File: src/rtl/uart_apb_pkg.sv
// rtl/uart_apb_pkg.sv - register map, status/irq bit indices and FSM encodings for the UART APB front-end
package uart_apb_pkg;

    localparam logic [2:0] REG_TXDATA     = 3'd0;
    localparam logic [2:0] REG_RXDATA     = 3'd1;
    localparam logic [2:0] REG_STATUS     = 3'd2;
    localparam logic [2:0] REG_STATUS_CLR = 3'd3;
    localparam logic [2:0] REG_IRQ_EN     = 3'd4;
    localparam logic [2:0] REG_THRESH     = 3'd5;
    localparam logic [2:0] REG_LEVELS     = 3'd6;
    localparam logic [2:0] REG_RSVD       = 3'd7;

    localparam int ST_TX_FULL     = 0;
    localparam int ST_TX_EMPTY    = 1;
    localparam int ST_RX_EMPTY    = 2;
    localparam int ST_RX_FULL     = 3;
    localparam int ST_RX_OVF      = 4;
    localparam int ST_PARITY_ERR  = 5;
    localparam int ST_FRAMING_ERR = 6;
    localparam int ST_TX_OVF      = 7;

    localparam int IE_RX_HI = 0;
    localparam int IE_TX_LO = 1;
    localparam int IE_ERR   = 2;

    typedef enum logic [1:0] {TX_IDLE, TX_WRITE, TX_HOLD, TX_WAIT} tx_state_e;
    typedef enum logic [1:0] {RX_IDLE, RX_READ, RX_CAPT, RX_WAIT} rx_state_e;

endpackage

File: src/rtl/uart_sync_fifo.sv
// rtl/uart_sync_fifo.sv - single-clock FIFO with wrap-bit pointers and first-word-fall-through head
module uart_sync_fifo #(
    parameter int WIDTH = 8,
    parameter int DEPTH = 16,
    localparam int AW = $clog2(DEPTH)
) (
    input  logic             clk_i,
    input  logic             rst_n_i,
    input  logic             push_i,
    input  logic [WIDTH-1:0] wdata_i,
    input  logic             pop_i,
    output logic [WIDTH-1:0] rdata_o,
    output logic             full_o,
    output logic             empty_o,
    output logic [AW:0]      level_o
);

    logic [WIDTH-1:0] mem_q [DEPTH];
    logic [AW:0]      wptr_q, wptr_d, rptr_q, rptr_d;
    logic             do_push, do_pop;

    assign empty_o = (wptr_q == rptr_q);
    assign full_o  = (wptr_q[AW] != rptr_q[AW]) && (wptr_q[AW-1:0] == rptr_q[AW-1:0]);
    assign level_o = wptr_q - rptr_q;
    assign rdata_o = mem_q[rptr_q[AW-1:0]];

    // A full FIFO still accepts a push when the head leaves in the same cycle.
    assign do_pop  = pop_i & ~empty_o;
    assign do_push = push_i & (~full_o | do_pop);
    assign wptr_d  = do_push ? wptr_q + 1'b1 : wptr_q;
    assign rptr_d  = do_pop  ? rptr_q + 1'b1 : rptr_q;

    always_ff @(posedge clk_i or negedge rst_n_i) begin
        if (!rst_n_i) begin
            wptr_q <= '0;
            rptr_q <= '0;
        end else begin
            wptr_q <= wptr_d;
            rptr_q <= rptr_d;
        end
    end

    always_ff @(posedge clk_i) begin
        if (do_push) mem_q[wptr_q[AW-1:0]] <= wdata_i;
    end

endmodule

File: src/rtl/uart_apb_fifo_regif.sv
// rtl/uart_apb_fifo_regif.sv - APB register front-end with TX/RX FIFOs for a FIFO-less UART core
module uart_apb_fifo_regif #(
    parameter int APB_DWIDTH = 16,
    parameter int DATA_WIDTH = 8,
    parameter int TX_DEPTH   = 16,
    parameter int RX_DEPTH   = 16
) (
    input  logic                  PCLK,
    input  logic                  PRESETN,
    input  logic [4:0]            PADDR,
    input  logic                  PSEL,
    input  logic                  PENABLE,
    input  logic                  PWRITE,
    input  logic [APB_DWIDTH-1:0] PWDATA,
    output logic [APB_DWIDTH-1:0] PRDATA,
    output logic                  PREADY,
    output logic                  PSLVERR,
    output logic                  IRQ,
    input  logic                  core_txrdy,
    output logic                  core_wen_n,
    output logic [DATA_WIDTH-1:0] core_tx_data,
    input  logic                  core_rxrdy,
    output logic                  core_oen_n,
    input  logic [DATA_WIDTH-1:0] core_rx_data,
    input  logic                  core_parity_err,
    input  logic                  core_framing_err
);
    import uart_apb_pkg::*;

    localparam int TXLW = $clog2(TX_DEPTH) + 1;
    localparam int RXLW = $clog2(RX_DEPTH) + 1;

    logic                  access, bad_wr, bad_rd, wr_ok, rd_ok;
    logic [2:0]            sel;
    logic                  tx_push, tx_pop, tx_full, tx_empty;
    logic                  rx_push, rx_pop, rx_full, rx_empty;
    logic [DATA_WIDTH-1:0] tx_head, rx_head;
    logic [TXLW-1:0]       tx_level;
    logic [RXLW-1:0]       rx_level;
    logic [7:4]            sticky_q, sticky_d, sticky_set, sticky_clr;
    logic [2:0]            irq_en_q;
    logic [7:0]            rx_thr_q, tx_thr_q, rx_thr_eff;
    logic [7:0]            status;
    logic [15:0]           rdata;
    logic                  rx_hi, tx_lo, unused_ok;
    tx_state_e             tx_state_q;
    rx_state_e             rx_state_q;
    logic                  hold_cnt_q, wen_n_q, oen_n_q;
    logic [DATA_WIDTH-1:0] tx_data_q;

    assign access    = PSEL & PENABLE;
    assign sel       = PADDR[4:2];
    assign PREADY    = 1'b1;
    assign unused_ok = ^{PADDR[1:0], PWDATA};

    always_comb begin
        bad_wr = PWRITE  & ((sel == REG_RXDATA) | (sel == REG_STATUS) | (sel == REG_LEVELS) | (sel == REG_RSVD));
        bad_rd = ~PWRITE & ((sel == REG_TXDATA) | (sel == REG_STATUS_CLR) | (sel == REG_RSVD));
    end

    assign PSLVERR = access & (bad_wr | bad_rd);
    assign wr_ok   = access & PWRITE & ~bad_wr;
    assign rd_ok   = access & ~PWRITE & ~bad_rd;

    assign tx_push = wr_ok & (sel == REG_TXDATA);
    assign tx_pop  = (tx_state_q == TX_IDLE) & ~tx_empty & core_txrdy;
    assign rx_push = (rx_state_q == RX_CAPT);
    assign rx_pop  = rd_ok & (sel == REG_RXDATA) & ~rx_empty;

    uart_sync_fifo #(.WIDTH(DATA_WIDTH), .DEPTH(TX_DEPTH)) u_tx_fifo (
        .clk_i(PCLK), .rst_n_i(PRESETN), .push_i(tx_push), .wdata_i(PWDATA[DATA_WIDTH-1:0]),
        .pop_i(tx_pop), .rdata_o(tx_head), .full_o(tx_full), .empty_o(tx_empty), .level_o(tx_level)
    );

    uart_sync_fifo #(.WIDTH(DATA_WIDTH), .DEPTH(RX_DEPTH)) u_rx_fifo (
        .clk_i(PCLK), .rst_n_i(PRESETN), .push_i(rx_push), .wdata_i(core_rx_data),
        .pop_i(rx_pop), .rdata_o(rx_head), .full_o(rx_full), .empty_o(rx_empty), .level_o(rx_level)
    );

    // Hardware sets are ORed in after the W1C mask so a coincident set survives the clear.
    always_comb begin
        sticky_set                 = '0;
        sticky_set[ST_TX_OVF]      = tx_push & tx_full & ~tx_pop;
        sticky_set[ST_RX_OVF]      = rx_push & rx_full & ~rx_pop;
        sticky_set[ST_PARITY_ERR]  = rx_push & core_parity_err;
        sticky_set[ST_FRAMING_ERR] = rx_push & core_framing_err;
        sticky_clr = (wr_ok && sel == REG_STATUS_CLR) ? PWDATA[7:4] : '0;
        sticky_d   = (sticky_q & ~sticky_clr) | sticky_set;
    end

    assign status = {sticky_q, rx_full, rx_empty, tx_empty, tx_full};

    always_comb begin
        rdata = '0;
        if (rd_ok) begin
            case (sel)
                REG_RXDATA: rdata = rx_empty ? 16'h0 : 16'(rx_head);
                REG_STATUS: rdata = {8'h00, status};
                REG_IRQ_EN: rdata = {13'h0, irq_en_q};
                REG_THRESH: rdata = {tx_thr_q, rx_thr_q};
                REG_LEVELS: rdata = {8'(tx_level), 8'(rx_level)};
                default:    rdata = '0;
            endcase
        end
    end

    assign PRDATA = APB_DWIDTH'(rdata);

    assign rx_thr_eff = (rx_thr_q == 8'd0) ? 8'd1 : rx_thr_q;
    assign rx_hi      = 8'(rx_level) >= rx_thr_eff;
    assign tx_lo      = 8'(tx_level) <= tx_thr_q;
    assign IRQ        = |(irq_en_q & {|sticky_q, tx_lo, rx_hi});

    always_ff @(posedge PCLK or negedge PRESETN) begin
        if (!PRESETN) begin
            sticky_q <= '0;
            irq_en_q <= '0;
            rx_thr_q <= '0;
            tx_thr_q <= '0;
        end else begin
            sticky_q <= sticky_d;
            if (wr_ok && sel == REG_IRQ_EN) irq_en_q <= PWDATA[2:0];
            if (wr_ok && sel == REG_THRESH) begin
                rx_thr_q <= PWDATA[7:0];
                tx_thr_q <= PWDATA[15:8];
            end
        end
    end

    // The FIFO pop happens on the IDLE->WRITE edge so the strobe cycle already shows the popped head.
    always_ff @(posedge PCLK or negedge PRESETN) begin
        if (!PRESETN) begin
            tx_state_q <= TX_IDLE;
            hold_cnt_q <= 1'b0;
            wen_n_q    <= 1'b1;
            tx_data_q  <= '0;
        end else begin
            case (tx_state_q)
                TX_IDLE: if (tx_pop) begin
                    tx_state_q <= TX_WRITE;
                    wen_n_q    <= 1'b0;
                    tx_data_q  <= tx_head;
                end
                TX_WRITE: begin
                    tx_state_q <= TX_HOLD;
                    wen_n_q    <= 1'b1;
                    hold_cnt_q <= 1'b0;
                end
                TX_HOLD: begin
                    hold_cnt_q <= 1'b1;
                    if (hold_cnt_q) tx_state_q <= TX_WAIT;
                end
                TX_WAIT: if (core_txrdy) tx_state_q <= TX_IDLE;
                default: tx_state_q <= TX_IDLE;
            endcase
        end
    end

    always_ff @(posedge PCLK or negedge PRESETN) begin
        if (!PRESETN) begin
            rx_state_q <= RX_IDLE;
            oen_n_q    <= 1'b1;
        end else begin
            case (rx_state_q)
                RX_IDLE: if (core_rxrdy) begin
                    rx_state_q <= RX_READ;
                    oen_n_q    <= 1'b0;
                end
                RX_READ: begin
                    rx_state_q <= RX_CAPT;
                    oen_n_q    <= 1'b1;
                end
                RX_CAPT: rx_state_q <= RX_WAIT;
                RX_WAIT: if (!core_rxrdy) rx_state_q <= RX_IDLE;
                default: rx_state_q <= RX_IDLE;
            endcase
        end
    end

    assign core_wen_n   = wen_n_q;
    assign core_tx_data = tx_data_q;
    assign core_oen_n   = oen_n_q;

endmodule

File: config.mk
export PLATFORM = sky130hd
export DESIGN_NAME = uart_apb_fifo_regif
export DESIGN_NICKNAME = d
export VERILOG_FILES = /design/src/rtl/uart_apb_pkg.sv /design/src/rtl/uart_sync_fifo.sv /design/src/rtl/uart_apb_fifo_regif.sv
export SDC_FILE = /design/constraint.sdc
export NUM_CORES = 1
export LEC_CHECK = 0
export CORE_MARGIN = 1
export CORE_UTILIZATION = 54
export CTS_CLUSTER_SIZE = 12
export DETAILED_ROUTE_END_ITERATION = 8
export PLACE_DENSITY = 0.84
export SLEW_MARGIN = 20
export SYNTH_ARGS = -nofsm -noshare
export SYNTH_HDL_FRONTEND = slang
export SYNTH_HIERARCHICAL = 1
export SYNTH_SLANG_ARGS = --single-unit
File: constraint.sdc
create_clock -name PCLK -period 3.5 [get_ports PCLK]
set_clock_uncertainty 0.2 [all_clocks]
set_input_delay 0.7 -clock PCLK [delete_from_list [all_inputs] [get_ports PCLK]]
set_output_delay 0.7 -clock PCLK [all_outputs]
set_load 0.05 [all_outputs]
==> flow_summary.toml <==
[drt]
drc = 0
num_vias = 8391
viasPerCell = 6.24
wl_mm = 33.3
postRouteAntennaNets = 0
firstDrtPassIters = 6
drt_iter0_drc = 1035
wl_per_cell_microns = 24.7

[critical_path]
worstRegToRegCells = 10
reg2reg_to = "u_tx_fifo/mem_q[8][4]$_DFFE_PP_"
critPathArrivalTime_ps = 3210
endpoint = "IRQ"
max_stage_delay_ps = 380
cp.required_ps = 2600
critPathCaptureType = "primary output"
slowest_stage = "dfrtp_1"
path_common_cell = "inv_2"
worstPathCellList = "inv_2, ha_4, inv_2, fa_2, a21o_1, a21oi_2, xnor2_1, ha_1, nand3_2, buf_4, o22ai_4, o21ai_2, a211o_2, buf_8"
ff2ff_setup_slack_ps = 340
reg2reg_from = "u_tx_fifo/rptr_q[2]$_DFFE_PN0P_"
setup.worst_path.start = "u_tx_fifo/wptr_q[0]$_DFFE_PN0P_"
crit_fanout = 2
crit_type = "flip-flop to primary output"
critical_path.startpoint_type = "flip-flop"

[cells_and_area]
fin_nets = 1067
area_growth_pct = 22.0
drive_gt1_share_pct = 29.3
antenna_cells = 0
stdcell_area_sq_um = 16900
final_core_util_pct = 67.2

[logic_synthesis]
yosys_register_bits = 314
syn-num-nets = 917
yosys.area_share.adder_pct = 3.54
synth_mux_area_share_pct = 14.3
yosys.area.top_type = "edfxtp_1"
syn_inst = 841
synth_top_family_by_area = "multiplexers"
synth.most_common_cell = "edfxtp_1"
seq_area_frac_synth_pct = 65.9
synth_top_area_share_pct = 55.4
synth_simple_gate_area_share_pct = 5.55
synth_edf_count = 256
synthArstFlopShare_pct = 18.5
synth_cell_type_count = 74
synth-compound-area-share_pct = 5.98
postSynthAreaPerCell_sq_um = 16.5
synth_top_cells_by_count = "256 x edfxtp_1, 56 x dfrtp_1, 55 x nand2_1"
synth.area.top_cells = "edfxtp_1 55%, dfrtp_1 10%, mux4_1 5.7%"
synth_xor_area_share_pct = 1.69
synth_area_sq_um = 13900
synth_ff_type = "edfxtp_1"
yosysWarnings = 6

[placed_design]
post_dp_cell_area_sq_um = 15300
port_buffers = 63
place_congestion = 0.942
pre_cts_ws_ps = -171
dp_hpwl_mm = 19.7

[timing]
fmax_mhz = 244
finalCritPeriodShare_pct = 117
worst_slack_ps = -605
maxSlewViolCount = 0
setup_viol = 7
min_period_ps = 4110
hold_ws_ps = 273
finalHoldViolations = 0
rsz0062_at_grt = "yes"
setup_tns_ps = -1350
tightest_slew_ps = 770
relSlewSlack_pct = 48.5

[grt]
grt_overflow_total = 0
grt_pass1_wl_mm = 49.3
grt_max_degree = 43
grt_pass1_vias = 8388
antenna_found_initial = 2
grt_usage_pct = 25.2

[clock_tree]
tritoncts = "done"
cts_buffers = 34
clk_transition_reported_paths_ps = 60
cts_buffer_depth = 3
clock-sinks = 314
cts_root_buf = "clkbuf_16"
clock_latency_ps = 510
htreeDepth = 2

[die]
core_sq_um = 25200
start_util_pct = 55.1
io_pins = 67
die_h_microns = 162
die_w_microns = 162
dieArea_sq_um = 26300
rows = 58

[flow_run]
drv_cap = 0

[pwr]
leakagePower_nw = 6.15
power_density_nw_per_um2 = 769
irDropWorstVdd_uv = 595

[outcome]
status = "finished, violations left"
violations = "negative setup slack"

[min_path]
holdCritPathClass = "flip-flop to flip-flop"
-- kinds of logic after synthesis --
kind of cell	count (synthesis)
AO/OA/AOI/OAI	116
XOR/XNOR	25
adder cells (fa/ha/maj)	38
buffers and inverters	72
flip-flops	314
multiplexers	121
other	1
AND/OR/NAND/NOR	154
-- registers in the layout, summed over array words and instances, names as in the netlist, 4 cells and up --
signal and cells:
rx_thr_q 8, core_tx_data 8, u_tx_fifo/wptr_q 5, sticky_q 4, u_rx_fifo/wptr_q 5, u_tx_fifo/rptr_q 5, tx_thr_q 8, u_tx_fifo/mem_q 128
u_rx_fifo/rptr_q 5, u_rx_fifo/mem_q 128
-- layout by cell type (no fill, tap or decap), drive strengths merged, types with 37 or more instances in the layout --
master / count
edfxtp: 256
mux2i: 51
clkbuf: 49
dfrtp: 56
buf: 104
clkdlybuf4s50: 44
mux4: 48
nor2: 37
nand2: 55
-- what timing repair did --
| action | in CTS | in global routing |
|---|---|---|
| endpoints found under the hold margin | 6 | 0 |
| gates cloned | 3 | 1 |
| pin swaps | 28 | 25 |
| hold buffers | 1 | 0 |
| setup buffers | 13 | 12 |
| resized for setup | 76 | 33 |
| endpoints found under the setup margin | 10 | 10 |
-- critical path, delay by kind of cell, from the launching register on --
family                   cells  cell delay, ps
AO/OA/AOI/OAI                5             890
XOR/XNOR                     1             100
adder cells (fa/ha/maj)      3             800
buffers and inverters        4             430
flip-flops                   1             380
AND/OR/NAND/NOR              1              90
-- per-stage QoR --
step / power (mW) / instances
after global placement: 8.54 / 1257
after global routing: 13.5 / 1344
final: 13.0 / 1344
after detailed placement: 8.69 / 1257
after floorplan: 7.56 / 841
after CTS: 12.6 / 1333
-- cell type report --
cell class | instances | area [sq um]
sequential | 314 | 9150
fill | 1540 | 8260
multi-input combinational | 455 | 4570
timing repair buffer | 151 | 1640
clock buffer | 47 | 930
tap | 330 | 413
inverter | 35 | 134
clock inverter | 12 | 97.6
-- worst min path at each step --
stage | to | startpoint | cells after the start
after detailed placement | core_tx_data[2]$_DFFE_PN0P_ | core_tx_data[2]$_DFFE_PN0P_ | 2
after global routing | core_tx_data[6]$_DFFE_PN0P_ | core_tx_data[6]$_DFFE_PN0P_ | 2
after global placement | core_tx_data[2]$_DFFE_PN0P_ | core_tx_data[2]$_DFFE_PN0P_ | 2
after CTS | core_tx_data[2]$_DFFE_PN0P_ | core_tx_data[2]$_DFFE_PN0P_ | 2
final | core_tx_data[2]$_DFFE_PN0P_ | core_tx_data[2]$_DFFE_PN0P_ | 2
after floorplan | core_tx_data[0]$_DFFE_PN0P_ | PRESETN | 0
-- metal layers --
layer	up-vias	routed length (microns)	global-route usage, %
met5	-	28	0
met2	453	17000	43.6
met1	4251	12500	30.9
li1	3568	-	-
met4	4	1580	11.9
met3	115	2120	4.19
-- where the power goes --
part	internal (mW)	switching, mW	total (mW)
Sequential	4.39	0.249	4.64
Clock	1.94	1.39	3.33
Combinational	2.31	2.73	5.04
Total	8.64	4.37	13.0
(Power assumes the default switching activity.)
